[src/rtl/ame_num_sched.sv]
// Round-robin scheduler sharing one pipelined determinant unit (M*D - L*C) among
// NUM_REQ requesters. Define AME_NUM_SCHED_PRIO_EN to give requester 0 strict priority.
module ame_num_sched #(
  parameter int NUM_REQ        = 4,
  parameter int COMP_DATA_BITS = 64,
  parameter int COMP_LAT       = 2
) (
  input  logic                                        clk_i,
  input  logic                                        rst_i,
  input  logic                                        enable_i,
  input  logic [NUM_REQ-1:0]                          req_valid_i,
  output logic [NUM_REQ-1:0]                          req_ready_o,
  input  logic [NUM_REQ-1:0][3:0][COMP_DATA_BITS-1:0] req_data_i,
  output logic                                        unit_init_o,
  output logic [3:0][COMP_DATA_BITS-1:0]              unit_data_o,
  input  logic [COMP_DATA_BITS-1:0]                   unit_data_i,
  output logic [NUM_REQ-1:0]                          rsp_valid_o,
  output logic [COMP_DATA_BITS-1:0]                   rsp_data_o,
  output logic                                        busy_o
);

  localparam int IDX_W = $clog2(NUM_REQ);

  logic [IDX_W-1:0]                ptr_q;
  logic [IDX_W-1:0]                ptr_d;
  logic [IDX_W-1:0]                winner;
  logic                            grant;
  int                              scan_idx;
  logic [COMP_LAT:0]               tag_vld_q;
  logic [COMP_LAT:0][IDX_W-1:0]    tag_own_q;

  // Arbitration looks only at valids, pointer and enable, never at operand data.
  always_comb begin
    // NOTE: every output of a combinational block gets a default first, so no path
    // through the block leaves a value unassigned and infers a latch.
    grant    = 1'b0;
    winner   = '0;
    scan_idx = 0;
`ifdef AME_NUM_SCHED_PRIO_EN
    if (req_valid_i[0]) begin
      grant = 1'b1;
    end else begin
      // Pointer lives in 1..NUM_REQ-1; a reset value of 0 is treated as 1.
      for (int i = 0; i < NUM_REQ - 1; i++) begin
        scan_idx = ((ptr_q == '0) ? 1 : int'(ptr_q)) + i;
        if (scan_idx >= NUM_REQ) scan_idx = scan_idx - (NUM_REQ - 1);
        if (!grant && req_valid_i[IDX_W'(scan_idx)]) begin
          grant  = 1'b1;
          winner = IDX_W'(scan_idx);
        end
      end
    end
`else
    for (int i = 0; i < NUM_REQ; i++) begin
      scan_idx = int'(ptr_q) + i;
      if (scan_idx >= NUM_REQ) scan_idx = scan_idx - NUM_REQ;
      if (!grant && req_valid_i[IDX_W'(scan_idx)]) begin
        grant  = 1'b1;
        winner = IDX_W'(scan_idx);
      end
    end
`endif
    if (!enable_i) grant = 1'b0;
  end

  always_comb begin
    ptr_d = ptr_q;
    if (grant) begin
`ifdef AME_NUM_SCHED_PRIO_EN
      if (winner != '0)
        ptr_d = (int'(winner) == NUM_REQ - 1) ? IDX_W'(1) : winner + 1'b1;
`else
      ptr_d = (int'(winner) == NUM_REQ - 1) ? '0 : winner + 1'b1;
`endif
    end
  end

  assign req_ready_o = grant ? (NUM_REQ'(1) << winner) : '0;

  // The tag pipeline runs without stall; stage k lines up with the unit's k-th cycle.
  always_ff @(posedge clk_i) begin
    if (rst_i) begin
      // NOTE: owner fields are cleared with the valids only so that a reset leaves
      // every register at a known zero; correctness depends on the valid bits alone.
      ptr_q       <= '0;
      unit_data_o <= '0;
      tag_vld_q   <= '0;
      tag_own_q   <= '0;
      rsp_valid_o <= '0;
      rsp_data_o  <= '0;
    end else begin
      // NOTE: non-blocking assignments let every stage sample its predecessor's
      // old value, so the shift order inside the loop does not matter.
      ptr_q        <= ptr_d;
      unit_data_o  <= grant ? req_data_i[winner] : '0;
      tag_vld_q[0] <= grant;
      tag_own_q[0] <= winner;
      for (int k = 1; k <= COMP_LAT; k++) begin
        tag_vld_q[k] <= tag_vld_q[k-1];
        tag_own_q[k] <= tag_own_q[k-1];
      end
      rsp_valid_o <= tag_vld_q[COMP_LAT] ? (NUM_REQ'(1) << tag_own_q[COMP_LAT]) : '0;
      if (tag_vld_q[COMP_LAT]) rsp_data_o <= unit_data_i;
    end
  end

  assign unit_init_o = tag_vld_q[0];
  assign busy_o      = (|tag_vld_q) | (|rsp_valid_o);

endmodule

[config.mk]
export PLATFORM = sky130hd
export DESIGN_NAME = ame_num_sched
export DESIGN_NICKNAME = d
export VERILOG_FILES = /design/src/rtl/ame_num_sched.sv
export SDC_FILE = /design/constraint.sdc
export NUM_CORES = 1
export LEC_CHECK = 0
export CELL_PAD_IN_SITES_DETAIL_PLACEMENT = 1
export CELL_PAD_IN_SITES_GLOBAL_PLACEMENT = 2
export CORE_AREA = 3 3 552 554
export DETAILED_ROUTE_END_ITERATION = 6
export DIE_AREA = 0 0 555 557
export GPL_TIMING_DRIVEN = 1
export PLACE_DENSITY = 0.34
export SLEW_MARGIN = 20
export SYNTH_ARGS = -nofsm -noshare
export SYNTH_HDL_FRONTEND = slang
export SYNTH_SLANG_ARGS = --single-unit
[constraint.sdc]
create_clock -name clk_i -period 5.9 [get_ports clk_i]
set_clock_uncertainty 0.15 [all_clocks]
set_input_delay 1.475 -clock clk_i [delete_from_list [all_inputs] [get_ports clk_i]]
set_output_delay 1.475 -clock clk_i [all_outputs]
set_load 0.03 [all_outputs]
==> flow_summary_export.csv, run 1 <==
group,metric,value,unit
floorplan,initial_core_util,5.20,%
clock_network,cts_max_path_buffers,3,
clock_network,htree_levels,2,
route,viasPerCell,2.67,
clock_network,clockRootBuffer,"clkbuf_16",
clock_network,tritoncts,"done",
timing,hold_viol_final,0,
clock_network,cts_resized,0,
worst_setup_path,r2r_slack,2.59,ns
worst_setup_path,r2r-end,"unit_data_o[249]$_SDFF_PP0_",
route,wl_per_cell,28.3,um
timing,clock.fmax,0.184,GHz
floorplan,core_area,300000,um^2
clock_network,numCtsBuffers,57,
hold_path,hp-class,"register to register",
place,port_buffers,1424,
route,wirelength,193,mm
worst_setup_path,cp_max_fo,5,
global_route,grt_pass1_vias,19300,
clock_network,postCtsHoldBufs,0,
worst_setup_path,worst-r2r-cell-count,8,
clock_network,clk_pin_slew_worst_paths,0.06,ns
synth,netlist_top_cells_area,"dfxtp_1, mux2i_1, o22ai_1",
timing,whs,0.285,ns
timing,relSlewSlack,33.2,%
timing,fin_crit_sh,92.2,%
synth,syn_nets,2501,
floorplan,rows,201,
route,drt-pass1-iter-count,4,
clock_network,post_cts_buffers,0,
timing,finalSetupViolations,0,
synth,synth-edff-count,0,
synth,avgSynthCellArea,11.1,um^2
synth,ys.flop_type,"dfxtp_1",
worst_setup_path,rr_startpoint,"ptr_q[0]$_SDFFE_PP0P_",
worst_setup_path,crit_type,"input port to primary output",
route,antenna_left,0,
worst_setup_path,slowest_delay,0.70,ns
global_route,grt_max_degree,108,
synth,synth_warnings,0,
route,via_count,18300,
clock_network,clock_latency,0.70,ns
clock_network,cts_sinks,335,
route,drtIter0Drc,722,
hold_path,hold_depth,1,
timing,worst_pin_slew,1.00,ns
worst_setup_path,slowest_stage,"clkdlybuf4s50_1",
floorplan,dieArea,309000,um^2
global_route,grt_overflow,0,
synth,ys_types,30,
flow_run,drv_cap,0,
worst_setup_path,cp.required,4.28,ns
synth,ys_seq_area_share,43.0,%
timing,slew_violations,0,
pwr,power_per_cell_area,257,nW/um^2
place,post-dp-hpwl,168,mm
worst_setup_path,cpMostUsedCell,"clkdlybuf4s50_1",
floorplan,die_h,557,um
synth,synthCells,1405,
pwr,ir_worst_vdd,214,uV
final_layout,final_common_cell,"clkdlybuf4s50_1",
hold_path,whs_endpoint,"tag_own_q[2]$_SDFF_PP0_",
timing,fin_setup_tns,0,ns
hold_path,min_from,"tag_own_q[0]$_SDFF_PP0_",
timing,rsz0062_at_grt,"no",
synth,synthArstFlopShare,0,%
worst_setup_path,path_cells,"clkdlybuf4s50_1, nor2b_1, o21ai_1, o221ai_1, inv_2, ha_1, inv_1, nor2_1, clkdlybuf4s50_1",
global_route,antenna_found_initial,163,
synth,synth_area,15600,um^2
synth,yosys.area.top_type_share,43.0,%
global_route,grt_pass1_wl,235,mm
worst_setup_path,crit_arrival,3.82,ns
pwr,leakagePower,12.3,nW
final_layout,drive_above_1_share,5.32,%
global_route,grt.total_usage,11.9,%
timing,period_needed,5.44,ns
worst_setup_path,startpoint_type,"input port",
synth,synth-seq-cells,335,
outcome,status,"completed",
floorplan,pin_count,1425,
final_layout,layout_common_cells,"clkdlybuf4s50_1, mux2i_1, dfxtp_1, o22ai_1, nor2_1",
final_layout,syn_to_final_growth,134,%
place,gp_congestion,0.819,
floorplan,dieWidth,555,um
route,drc,0,
worst_setup_path,end_kind,"primary output",
synth,synth_area_leader_cell,"dfxtp_1",
final_layout,final_nets,3904,
[Yosys cell counts, drive strengths merged (2+ instances only)]
library cell	number
nor2	75
inv	3
buf	118
mux2i	577
nor2b	10
dfxtp	335
o22ai	256
nor4bb	2
clkbuf	11
nand2	3
o21ai	2
[layout make-up]
cell class	instances	area, um^2
fill	34900	264000
multi-input combinational	938	7920
sequential	335	6710
inverter	3	18.8
timing repair buffer	1473	14800
antenna	23	57.6
clock buffer	81	1620
clock inverter	26	384
tap	3958	4950
[worst max-delay path by stage]
stage / endpoint / slack, ns / from / cells after the start
floorplan: req_ready_o[3] / 1.25 / req_valid_i[2] / 9
global placement: req_ready_o[3] / 0.45 / req_valid_i[3] / 9
detailed placement: req_ready_o[3] / 0.49 / req_valid_i[3] / 9
CTS: req_ready_o[3] / 0.47 / req_valid_i[3] / 9
global route: req_ready_o[3] / 0.37 / req_valid_i[3] / 9
finish: req_ready_o[3] / 0.46 / req_valid_i[3] / 9
[state kept, by name, indices dropped and copies added, names as in the netlist]
name	cells
unit_data_o	256
tag_own_q	6
rsp_valid_o	4
rsp_data_o	64
tag_vld_q	3
ptr_q	2
[metrics by stage]
step	power (mW)	setup WS, ns	cell area, um^2	util [%]	std cells
6_report	9.35	0.459	36400	12.1	6837
4_1_cts	9.69	0.471	36400	12.1	6814
2_1_floorplan	3.95	1.25	15600	-	1405
3_3_place_gp	5.69	0.448	34400	11.5	6707
5_1_grt	9.83	0.370	36400	12.1	6821
3_5_place_dp	5.70	0.489	34400	11.5	6707
[per-layer routing]
metal	wire [um]	track usage, %	vias to the layer above
met1	77300	13.7	8538
li1	-	-	8147
met2	90000	19.8	1138
met5	900	0	-
met4	3270	1.86	140
met3	21700	6.03	313
[worst max-delay path: cells and delay by family]
| family | cells | cell delay, ns |
|---|---|---|
| AO/OA/AOI/OAI | 2 | 0.39 |
| AND/OR/NAND/NOR | 2 | 0.25 |
| buffers and inverters | 4 | 1.52 |
| adder cells (fa/ha/maj) | 1 | 0.17 |
[kinds of logic (layout without fill, tap and decap cells)]
family | count (synthesis) | in the layout | share of synthesized area [%]
AOI/OAI and AO/OA | 264 | 264 | 10.8
adders and majority gates | 1 | 1 | 0.0802
buffers and inverters | 132 | 1583 | 6.38
DFF | 335 | 335 | 43.0
muxes | 577 | 577 | 37.0
other | 0 | 23 | 0
and+or+nand+nor | 96 | 96 | 2.70
[report_power, final]
part	internal, mW	total (mW)	switching, mW
registers	2.45	2.56	0.112
logic	1.46	3.02	1.56
clock network	2.26	3.77	1.51
No activity file was read; power rests on OpenSTA's default activity.
==> run 2, diff against run 1 <==
--- a/config.mk
+++ b/config.mk
@@ -7,2 +7,3 @@
 export LEC_CHECK = 0
+export CAP_MARGIN = 20
 export CELL_PAD_IN_SITES_DETAIL_PLACEMENT = 1
--- a/constraint.sdc
+++ b/constraint.sdc
@@ -4,2 +4,2 @@
 set_output_delay 1.475 -clock clk_i [all_outputs]
-set_load 0.03 [all_outputs]
+set_load 0.01 [all_outputs]
==> run 2 against run 1 <==
Routed wire length is essentially flat. Setup slack gained 0.24 ns. Worst hold slack gained 0.0075 ns. Largest power group unchanged. Highest routed layer unchanged. Critical path type unchanged. Sequential power is essentially flat. Cell count grew 0.29%. Combinational power shrank 9.3%. Final area grew 0.57%. Non-clock buffer count grew 1. Maximum frequency grew 4.6%.
==> flow_summary_export.csv, run 2 (synthesized netlist as in run 1, its figures left out) <==
group,metric,value,unit
clock_network,numCtsBuffers,57,
clock_network,tritoncts,"done",
global_route,grt_max_degree,100,
final_layout,regMostFlops,"unit_data_o",
route,via_count,18400,
worst_setup_path,worst-r2r-cell-count,8,
hold_path,whs_endpoint,"tag_own_q[3]$_SDFF_PP0_",
worst_setup_path,r2r_slack,2.67,ns
route,viasPerCell,2.68,
timing,hold_viol_final,0,
route,drc,0,
timing,period_needed,5.20,ns
route,drt-pass1-iter-count,4,
floorplan,initial_core_util,5.20,%
flow_run,drv_cap,0,
floorplan,dieWidth,555,um
global_route,grt.total_usage,11.9,%
final_layout,multi_input_area,7920,um^2
worst_setup_path,crit_arrival,3.58,ns
floorplan,dieArea,309000,um^2
worst_setup_path,crit_type,"input port to primary output",
timing,worst_pin_slew,1.03,ns
clock_network,clockRootBuffer,"clkbuf_16",
clock_network,htree_levels,2,
worst_setup_path,rr_startpoint,"ptr_q[0]$_SDFFE_PP0P_",
floorplan,die_h,557,um
final_layout,final-seq-area,6710,um^2
pwr,leakagePower,12.4,nW
pwr,total_power,9.36,mW
final_layout,layout_common_cells,"clkdlybuf4s50_1, mux2i_1, dfxtp_1, o22ai_1, nor2_1",
place,post-dp-hpwl,168,mm
clock_network,postCtsHoldBufs,0,
timing,relSlewSlack,31.1,%
floorplan,rows,201,
hold_path,hp-class,"register to register",
clock_network,clock_latency,0.69,ns
route,antenna_left,0,
timing,finalSetupViolations,0,
final_layout,largest_reg_flops,256,
clock_network,cts_sinks,335,
timing,rsz0062_at_grt,"no",
route,wl_per_cell,28.2,um
final_layout,final_nets,3905,
final_layout,fin_util,12.2,%
timing,fin_setup_tns,0,ns
timing,fin_crit_sh,88.2,%
worst_setup_path,r2r-end,"unit_data_o[9]$_SDFF_PP0_",
worst_setup_path,cp.required,4.28,ns
worst_setup_path,end_kind,"primary output",
clock_network,clk_pin_slew_worst_paths,0.06,ns
final_layout,drive_above_1_share,5.60,%
timing,clock.fmax,0.192,GHz
worst_setup_path,cp_max_fo,5,
clock_network,cts_max_path_buffers,3,
final_layout,reg_top3,"unit_data_o x256, rsp_data_o x64, tag_own_q x6",
hold_path,hold_depth,1,
final_layout,n_fill_cell,34900,
global_route,antenna_found_initial,141,
clock_network,post_cts_buffers,0,
pwr,power_per_cell_area,256,nW/um^2
place,port_buffers,1424,
global_route,grt_pass1_wl,235,mm
route,wirelength,193,mm
outcome,status,"completed",
pwr,ir_worst_vdd,207,uV
route,drtIter0Drc,776,
final_layout,syn_to_final_growth,135,%
global_route,grt_overflow,0,
place,gp_congestion,0.830,
final_layout,final_common_cell,"clkdlybuf4s50_1",
worst_setup_path,startpoint_type,"input port",
timing,slew_violations,0,
global_route,grt_pass1_vias,19500,
clock_network,cts_resized,0,
hold_path,min_from,"tag_own_q[1]$_SDFF_PP0_",
floorplan,core_area,300000,um^2
floorplan,pin_count,1425,
-- run 2: worst max-delay path by stage --
stage	from	slack [ns]	cells after the start	endpoint
2_1_floorplan	req_valid_i[2]	1.50	9	req_ready_o[3]
3_3_place_gp	req_valid_i[3]	0.65	9	req_ready_o[3]
3_5_place_dp	req_valid_i[2]	0.69	9	unit_data_o[9]$_SDFF_PP0_
4_1_cts	req_valid_i[1]	0.72	9	req_ready_o[3]
5_1_grt	req_valid_i[2]	0.59	9	req_ready_o[3]
6_report	req_valid_i[3]	0.70	9	req_ready_o[3]
-- run 2: metrics by stage --
step / instances / worst slack [ns] / hold WS, ns / area [um^2]
6_report: 6857 / 0.699 / 0.293 / 36600
5_1_grt: 6845 / 0.591 / 0.308 / 36600
4_1_cts: 6814 / 0.720 / 0.294 / 36500
3_5_place_dp: 6708 / 0.688 / 0.281 / 34300
3_3_place_gp: 6708 / 0.649 / 0.275 / 34300
2_1_floorplan: 1405 / 1.50 / 0.264 / 15600
-- run 2: layer usage --
metal	track usage, %	routed length (um)	vias to the layer above
met2	19.2	88300	1182
met1	13.5	76400	8642
met5	0	708	-
li1	-	-	8160
met3	6.06	22000	295
met4	3.75	5900	110
-- run 2: cell type report --
cell class | count | area share (%)
Timing Repair Buffer | 1474 | 40.3
Tap cell | 3958 | 13.5
Inverter | 3 | 0.0512
Antenna cell | 43 | 0.294
Clock buffer | 75 | 4.41
Clock inverter | 31 | 1.56
Multi-Input combinational cell | 938 | 21.6
Sequential cell | 335 | 18.3
-- run 2: report_power, final --
group | total [mW] | leakage (nW) | internal [mW] | switching (mW)
sequential | 2.57 | 2.74 | 2.45 | 0.115
combinational | 2.74 | 8.60 | 1.46 | 1.28
clock | 4.06 | 1.06 | 2.54 | 1.52
-- run 2: worst max-delay path, stage by stage --
cell             delay [ns]
clkdlybuf4s50_1        0.63
nor2b_1                0.09
o21ai_1                0.18
o221ai_1               0.20
inv_2                  0.14
ha_1                   0.17
inv_1                  0.05
nor2_1                 0.09
clkdlybuf4s50_1        0.56
==> run 3, diff against run 2 <==
--- a/config.mk
+++ b/config.mk
@@ -11,2 +11,3 @@
 export CORE_AREA = 3 3 552 554
+export CTS_BUF_LIST = sky130_fd_sc_hd__clkbuf_8
 export DETAILED_ROUTE_END_ITERATION = 6
--- a/constraint.sdc
+++ b/constraint.sdc
@@ -4,2 +4,2 @@
 set_output_delay 1.475 -clock clk_i [all_outputs]
-set_load 0.01 [all_outputs]
+set_load 0.005 [all_outputs]
==> run 3 against run 2 <==
Sequential power barely moved. Clock power decreased by 22%. First-iteration DRC count is 5.2% lower. Total power decreased by 10%. Sequential share of layout area grew 0.21 points. Largest cell class unchanged. Highest routed layer unchanged.
==> flow_summary_export.csv, run 3 (synthesized netlist as in run 1, its figures left out) <==
group,metric,value,unit
outcome,status,"completed",
final_layout,syn_to_final_growth,132,%
worst_setup_path,r2r_slack,2.59,ns
timing,finalSetupViolations,0,
worst_setup_path,end_kind,"primary output",
clock_network,tritoncts,"done",
worst_setup_path,slowest_delay,0.58,ns
route,drc,0,
worst_setup_path,r2r-end,"unit_data_o[123]$_SDFF_PP0_",
route,wirelength,195,mm
worst_setup_path,critPathBufInv,4,
place,post-dp-hpwl,169,mm
worst_setup_path,startpoint_type,"input port",
hold_path,hp-class,"register to register",
worst_setup_path,worstSetupPathDepth,9,
global_route,antenna_found_initial,145,
floorplan,pin_count,1425,
clock_network,numCtsBuffers,91,
worst_setup_path,cp.required,4.28,ns
clock_network,cts_sinks,335,
route,antenna_left,0,
final_layout,design_area,36200,um^2
clock_network,clockRootBuffer,"clkbuf_8",
global_route,grt_pass1_vias,19700,
timing,clock.fmax,0.192,GHz
pwr,leakagePower,12.4,nW
final_layout,reg_top3,"unit_data_o x256, rsp_data_o x64, tag_own_q x6",
place,placed_cell_area,34400,um^2
timing,relSlewSlack,33.1,%
route,via_count,18500,
final_layout,final_nets,3942,
worst_setup_path,cp_max_fo,5,
global_route,grt.total_usage,12.0,%
timing,fin_setup_tns,0,ns
final_layout,final_common_cell,"clkdlybuf4s50_1",
worst_setup_path,cpMostUsedCell,"clkdlybuf4s50_1",
worst_setup_path,cp_top_family,"buffers and inverters",
final_layout,layout_common_cells,"clkdlybuf4s50_1, mux2i_1, dfxtp_1, o22ai_1, clkbuf_8",
timing,rsz0062_at_grt,"no",
timing,slew_violations,0,
worst_setup_path,crit_type,"input port to primary output",
clock_network,postCtsHoldBufs,0,
pwr,ir_worst_vdd,126,uV
place,gp_congestion,0.801,
global_route,grt_pass1_wl,238,mm
clock_network,clk_pin_slew_worst_paths,0.06,ns
timing,fin_crit_sh,88.3,%
floorplan,dieWidth,555,um
clock_network,htree_levels,3,
worst_setup_path,cp-endpoint,"req_ready_o[3]",
route,wl_per_cell,28.3,um
place,post-place-ws,0.687,ns
floorplan,die_h,557,um
floorplan,dieArea,309000,um^2
floorplan,initial_core_util,5.20,%
worst_setup_path,path_cells,"clkdlybuf4s50_1, nor2b_1, a21boi_2, o32ai_4, inv_8, ha_1, inv_1, nor2_1, clkdlybuf4s50_1",
place,port_buffers,1424,
floorplan,rows,201,
timing,hold_viol_final,0,
final_layout,largest_reg_flops,256,
global_route,grt_max_degree,100,
worst_setup_path,crit_arrival,3.58,ns
clock_network,clock_latency,0.86,ns
final_layout,regMostFlops,"unit_data_o",
pwr,power_per_cell_area,233,nW/um^2
worst_setup_path,rr_startpoint,"ptr_q[0]$_SDFFE_PP0P_",
clock_network,post_cts_buffers,0,
route,drt-pass1-iter-count,4,
timing,worst_pin_slew,1.00,ns
clock_network,cts_max_path_buffers,4,
worst_setup_path,startpoint,"req_valid_i[1]",
worst_setup_path,worst-r2r-cell-count,9,
flow_run,drv_cap,0,
route,viasPerCell,2.68,
global_route,grt_overflow,0,
floorplan,core_area,300000,um^2
route,drtIter0Drc,736,
timing,period_needed,5.21,ns
place,place_inst,6711,
worst_setup_path,slowest_stage,"clkdlybuf4s50_1",
final_layout,instances_no_fill,6905,
clock_network,cts_resized,0,
timing,setup_ws,0.691,ns
final_layout,drive_above_1_share,6.33,%
run 3: area by class of cell:
class                      count  area, um^2
fill                       35000      264000
timing repair buffer        1477       14800
multi-input combinational    938        7920
sequential                   335        6710
tap                         3958        4950
clock buffer                 112        1540
clock inverter                43         196
antenna                       39        97.6
inverter                       3        18.8
run 3: how the worst min path moves through the flow:
stage          slack [ns]                 endpoint                    start  cells past startpoint
2_1_floorplan        0.26  tag_own_q[2]$_SDFF_PP0_  tag_own_q[0]$_SDFF_PP0_                      1
3_5_place_dp         0.28  tag_own_q[3]$_SDFF_PP0_  tag_own_q[1]$_SDFF_PP0_                      1
4_1_cts              0.29  tag_own_q[3]$_SDFF_PP0_  tag_own_q[1]$_SDFF_PP0_                      1
5_1_grt              0.30  tag_own_q[3]$_SDFF_PP0_  tag_own_q[1]$_SDFF_PP0_                      1
6_report             0.29  tag_own_q[3]$_SDFF_PP0_  tag_own_q[1]$_SDFF_PP0_                      1
3_3_place_gp         0.28  tag_own_q[3]$_SDFF_PP0_  tag_own_q[1]$_SDFF_PP0_                      1
run 3: power by group:
group	internal, mW	switching (mW)	total [mW]
clock	1.69	1.49	3.18
combinational	1.46	1.22	2.68
sequential	2.45	0.116	2.57
run 3: per-stage QoR:
stage	util, %	total power [mW]	hold WS (ns)
2_1_floorplan	-	3.60	0.264
3_3_place_gp	11.5	5.36	0.279
3_5_place_dp	11.5	5.36	0.283
4_1_cts	12.0	8.80	0.294
5_1_grt	12.1	8.96	0.303
6_report	12.1	8.43	0.289
run 3: layer usage:
layer  vias to the layer above  wire (um)  global-route usage (%)
met5                         -        828                       0
met4                       132       6100                    3.89
met3                       357      21900                    6.13
met2                      1183      88800                    19.3
met1                      8623      77400                    13.7
li1                       8228          -                       -
